--- src/rtl/paicore_send_sched.sv ---
// paicore_send_sched
//   Frame sequencer for the PAICORE downstream send path. Accepts a host
//   command (frame count, words per frame, watchdog limit), drives send_len,
//   opens the upstream AXI-Stream gate one frame at a time and waits for the
//   transport to report each frame complete before arming the next one.
//
// Ports
//   s_axis_aclk / s_axis_areset : clock, synchronous active-high reset
//   cfg_start, cfg_abort        : start pulse (IDLE only), abort request
//   cfg_frame_num/send_len/timeout : command fields (0 frames/words illegal,
//                                 timeout 0 disables the watchdog)
//   send_len, dp_enable         : datapath length and upstream gate
//   write_hsked, snn_in_hsked   : word accepted / word consumed strobes
//   o_tx_done                   : transport finished a frame (input pulse)
//   busy, done, err, err_code   : status (err_code 0 cfg,1 abort,2 timeout,3 mismatch)
//   frame_cnt, in_word_cnt, out_word_cnt : progress counters (saturating)
module paicore_send_sched #(
  parameter int unsigned FRAME_W = 16,
  parameter int unsigned LEN_W   = 32
) (
  input  logic               s_axis_aclk,
  input  logic               s_axis_areset,
  input  logic               cfg_start,
  input  logic               cfg_abort,
  input  logic [FRAME_W-1:0] cfg_frame_num,
  input  logic [LEN_W-1:0]   cfg_send_len,
  input  logic [31:0]        cfg_timeout,
  output logic [LEN_W-1:0]   send_len,
  output logic               dp_enable,
  input  logic               write_hsked,
  input  logic               snn_in_hsked,
  input  logic               o_tx_done,
  output logic               busy,
  output logic               done,
  output logic               err,
  output logic [1:0]         err_code,
  output logic [FRAME_W-1:0] frame_cnt,
  output logic [LEN_W-1:0]   in_word_cnt,
  output logic [LEN_W-1:0]   out_word_cnt
);

  typedef enum logic [2:0] {
    S_IDLE, S_ARM, S_RUN, S_DRAIN, S_DONE, S_ERR
  } state_t;

  typedef enum logic [1:0] {
    E_CFG = 2'd0, E_ABORT = 2'd1, E_TIMEOUT = 2'd2, E_MISMATCH = 2'd3
  } err_t;

  state_t             r_state;
  logic [FRAME_W-1:0] r_frame_num;
  logic [31:0]        r_timeout;
  logic [31:0]        r_wdog;

  logic [LEN_W-1:0]   w_in_next;
  logic [LEN_W-1:0]   w_out_next;
  logic [FRAME_W-1:0] w_frame_next;
  logic [31:0]        w_wdog_next;
  logic               w_in_last;
  logic               w_timeout;
  logic               w_cfg_ok;

  always_comb begin
    w_in_next    = (write_hsked && in_word_cnt != '1) ? in_word_cnt + LEN_W'(1) : in_word_cnt;
    w_out_next   = (snn_in_hsked && out_word_cnt != '1) ? out_word_cnt + LEN_W'(1) : out_word_cnt;
    w_frame_next = (frame_cnt != '1) ? frame_cnt + FRAME_W'(1) : frame_cnt;
    // Watchdog counts idle cycles including the current one, so a match
    // fires on the Nth consecutive cycle without any handshake.
    if (write_hsked || snn_in_hsked)
      w_wdog_next = '0;
    else
      w_wdog_next = (r_wdog != '1) ? r_wdog + 32'd1 : r_wdog;
    w_in_last    = write_hsked && (in_word_cnt == send_len - LEN_W'(1));
    w_timeout    = (r_timeout != '0) && (w_wdog_next == r_timeout);
    w_cfg_ok     = (cfg_frame_num != '0) && (cfg_send_len != '0);
  end

  always_ff @(posedge s_axis_aclk) begin
    if (s_axis_areset) begin
      r_state      <= S_IDLE;
      r_frame_num  <= '0;
      r_timeout    <= '0;
      r_wdog       <= '0;
      send_len     <= '0;
      dp_enable    <= 1'b0;
      busy         <= 1'b0;
      done         <= 1'b0;
      err          <= 1'b0;
      err_code     <= '0;
      frame_cnt    <= '0;
      in_word_cnt  <= '0;
      out_word_cnt <= '0;
    end else begin
      done <= 1'b0;
      unique case (r_state)
        S_IDLE: begin
          if (cfg_start) begin
            if (w_cfg_ok) begin
              r_frame_num <= cfg_frame_num;
              r_timeout   <= cfg_timeout;
              send_len    <= cfg_send_len;
              err         <= 1'b0;
              err_code    <= '0;
              frame_cnt   <= '0;
              busy        <= 1'b1;
              r_state     <= S_ARM;
            end else begin
              err      <= 1'b1;
              err_code <= E_CFG;
            end
          end
        end
        S_ARM: begin
          in_word_cnt  <= '0;
          out_word_cnt <= '0;
          r_wdog       <= '0;
          if (cfg_abort) begin
            err      <= 1'b1;
            err_code <= E_ABORT;
            r_state  <= S_ERR;
          end else begin
            dp_enable <= 1'b1;
            r_state   <= S_RUN;
          end
        end
        S_RUN: begin
          in_word_cnt  <= w_in_next;
          out_word_cnt <= w_out_next;
          r_wdog       <= w_wdog_next;
          if (cfg_abort || o_tx_done || w_timeout) begin
            dp_enable <= 1'b0;
            err       <= 1'b1;
            r_state   <= S_ERR;
            if (cfg_abort)      err_code <= E_ABORT;
            else if (o_tx_done) err_code <= E_MISMATCH;
            else                err_code <= E_TIMEOUT;
          end else if (w_in_last) begin
            dp_enable <= 1'b0;
            r_state   <= S_DRAIN;
          end
        end
        S_DRAIN: begin
          out_word_cnt <= w_out_next;
          r_wdog       <= w_wdog_next;
          if (cfg_abort) begin
            err      <= 1'b1;
            err_code <= E_ABORT;
            r_state  <= S_ERR;
          end else if (o_tx_done && w_out_next != send_len) begin
            err      <= 1'b1;
            err_code <= E_MISMATCH;
            r_state  <= S_ERR;
          end else if (w_timeout) begin
            err      <= 1'b1;
            err_code <= E_TIMEOUT;
            r_state  <= S_ERR;
          end else if (o_tx_done) begin
            frame_cnt <= w_frame_next;
            if (w_frame_next == r_frame_num) begin
              done    <= 1'b1;
              busy    <= 1'b0;
              r_state <= S_DONE;
            end else begin
              r_state <= S_ARM;
            end
          end
        end
        S_DONE: r_state <= S_IDLE;
        S_ERR: begin
          dp_enable <= 1'b0;
          busy      <= 1'b0;
          r_state   <= S_IDLE;
        end
        default: r_state <= S_IDLE;
      endcase
    end
  end

endmodule
--- config.mk ---
export PLATFORM = sky130hd
export DESIGN_NAME = paicore_send_sched
export DESIGN_NICKNAME = d
export VERILOG_FILES = /design/src/rtl/paicore_send_sched.sv
export SDC_FILE = /design/constraint.sdc
export NUM_CORES = 1
export LEC_CHECK = 0
export CAP_MARGIN = 10
export CORE_ASPECT_RATIO = 2
export CORE_UTILIZATION = 55
export DETAILED_ROUTE_END_ITERATION = 7
export MAX_ROUTING_LAYER = met4
export PLACE_DENSITY = 0.81
export SKIP_CTS_REPAIR_TIMING = 1
export SYNTH_ARGS = -nofsm -noshare
export SYNTH_HDL_FRONTEND = slang
export SYNTH_SLANG_ARGS = --single-unit
--- constraint.sdc ---
create_clock -name s_axis_aclk -period 5.3 [get_ports s_axis_aclk]
set_input_delay 1.325 -clock s_axis_aclk [delete_from_list [all_inputs] [get_ports s_axis_aclk]]
set_output_delay 1.325 -clock s_axis_aclk [all_outputs]
set_load 0.03 [all_outputs]
==> out/summary.txt <==
Unique masters post-synth - 79
Synth Net Count - 2051
total gr overflow - 0
Rows - 82
min cycle time layout - 4.97 ns
most frequent cell after synthesis - nand2_1
cell mode on critical path - a21oi_1
share of layout cells above drive strength 1 - 0.0796
Tot Pwr - 4.09 mW
placement-stage cell area - 16500 um^2
top cells by count, synth - nand2_1 (315), dfxtp_1 (201), a21oi_1 (185), nor2_1 (160), clkbuf_1 (120)
Clock Latency Late Sink - 0.54 ns
placed cell count - 2433
Avg Cell Area, Syn - 7.14 um^2
CP startpoint kind - register
cells along the critical path - ha_1 -> and4_1 -> nand4_1 -> buf_4 -> a2111oi_2 -> nor3b_1 -> a21oi_1 -> a21oi_1 -> nand4b_1 -> or4_4 -> o211ai_4 -> buf_12 -> nor3_1 -> a211o_1
clock buffer depth - 3
vias in the first global route - 16400
number of synthesized register bits - 201
Max Slew Vio Count - 0
Post-DRT Antenna Nets - 0
CP max-delay cell - a2111oi_2
via count - 16900
status - finished clean
final design area excluding fillers - 17300 um^2
critical path class - register to register
CP top delay family - compound AO/OA/AOI/OAI gates
Async S/R FF share, synth - 0
CORE AREA - 25000 um^2
Pleak - 5.94 nW
HPWL after detailed placement - 45.7 mm
Routed WL per cell - 24.6 um
crit share post-route - 0.939
Hold Vio Cnt, Final - 0
Final Wtd Congestion - 1.11
# setup viols final - 0
PwrDens - 237 nW/um^2
largest net degree at the start of global routing - 85
Gate Count Post-Synth - 1959
Ys Warns - 0
initial antenna violation count - 1
CP max FO - 28
Clock Tree Root - clkbuf_16
via-per-instance ratio - 6.83
Slew headroom - 0.159
Num CTS Buffers - 21
unrepaired setup endpoints after global routing - false
# H-tree levels - 1
Filler Cell Count - 2162
Syn-to-layout area delta - 23.4%
Cell Count, Final, Fillers Out - 2472
top cell type's share of synthesized area - 0.288
WL final - 60.9 mm
ys flop type - dfxtp_1
Die Wd - 115 um
die area - 26100 um^2
I/O Buffers - 204
Clock transition at path regs - 0.07 ns
Worst Setup End Kind - register
Post-Syn Area - 14000 um^2
CP Buf/Inv Count - 2
CP arrival - 5.39 ns
die height - 228 um
Peak VDD IR - 0.307 mV
Post-synth EDFFs - 0
CTS tree - done
clock tree sinks - 201
maxcap violations - 0
maximum clock frequency - 201 MHz
first-pass GRT wire length - 90.9 mm
clk_skew - 0.0234 ns
DRC errors left - 0
Pre-Repair DR Iteration Count - 7
Initial Util - 0.559
largest stage delay on the critical path - 0.71 ns
sequential fraction of the synthesis area - 0.288
Final nets - 2212
Tightest Pin Transition - 1.25 ns
Data required, critical path - 5.72 ns
HP Class - register to register
top cells by area, synth - dfxtp_1 (29%), nand2_1 (8.4%), a21oi_1 (6.6%)
GRT Total Usage - 0.476
First DRT Iteration DRCs - 1550
io pins - 205
largest area contributor in the netlist - dfxtp_1
[tightest hold or removal path, cell delays in order, from the launching register on]
cell and delay [ns]:
dfxtp_1 0.32, nand2_1 0.06, a21oi_1 0.05
[layout make-up]
cell class              instances  area, um^2  area share
clock buffers                  24         557      0.0322
multi-input cells            1577        9260       0.536
flip-flops and latches        201        4020       0.233
well taps                     336         420      0.0243
inverters                      25        93.8     0.00543
repair buffers                294        2740       0.159
diodes                          1        2.50    0.000145
clock inverters                14         173      0.0100
[placed cells by master (no fill, tap or decap), types with 63 or more instances in the layout]
master	instances
nand2_1	314
clkdlybuf4s50_1	203
dfxtp_1	201
a21oi_1	185
nor2_1	157
o21ai_0	107
buf_4	89
xor2_1	69
nand3_1	68
nor3_1	66
xnor2_1	66
nor4_1	64
nand4_1	63
[logic make-up after synthesis]
logic type	Yosys count	synth area share
AOI/OAI and AO/OA	480	0.216
DFF	201	0.288
muxes	21	0.0154
xor gates and xnor gates	136	0.0861
buffers and inverters	181	0.0526
adders and majority gates	5	0.00447
and+or+nand+nor	935	0.338
[report_power, final]
group          total [mW]  switching, mW  internal (mW)
registers            1.68          0.112           1.56
logic               0.818          0.492          0.325
clock network        1.60          0.684          0.916
total                4.09           1.29           2.80
[routing by layer]
layer	up-vias	global-route usage	share of wire
li1	7504	-	-
met1	7950	0.398	0.30
met2	965	0.821	0.50
met3	471	0.108	0.076
met4	0	0.509	0.13
met5	-	-	0
[per-stage QoR]
step                hold slack (ns)  setup slack [ns]  utilization  setup TNS (ns)
floorplan                     0.448             0.789            -               0
global placement              0.458           -0.0131        0.661         -0.0304
detailed placement            0.464           -0.0733        0.661          -0.544
CTS                           0.471             0.469        0.690               0
global route                  0.498             0.220        0.690               0
finish                        0.469             0.326        0.690               0
[flip-flops by register name (all words and copies together), names as in the netlist]
signal,count
r_wdog,32
frame_cnt,16
r_timeout,32
done,1
busy,1
dp_enable,1
err_code,2
r_frame_num,16
in_word_cnt,32
r_state,3
err,1
out_word_cnt,32
send_len,32
[path summary, 6_finish.rpt]
path / slack (ns) / end / from / depth (start not counted)
worst max-delay path: 0.33 / frame_cnt[6] / r_wdog[1] / 14
worst min-delay path: 0.47 / r_frame_num[10] / r_frame_num[10] / 2
worst max register to register: 0.33 / frame_cnt[6] / r_wdog[1] / 14
worst min register to register: 0.47 / r_frame_num[10] / r_frame_num[10] / 2
No activity file was read; power rests on OpenSTA's default activity.
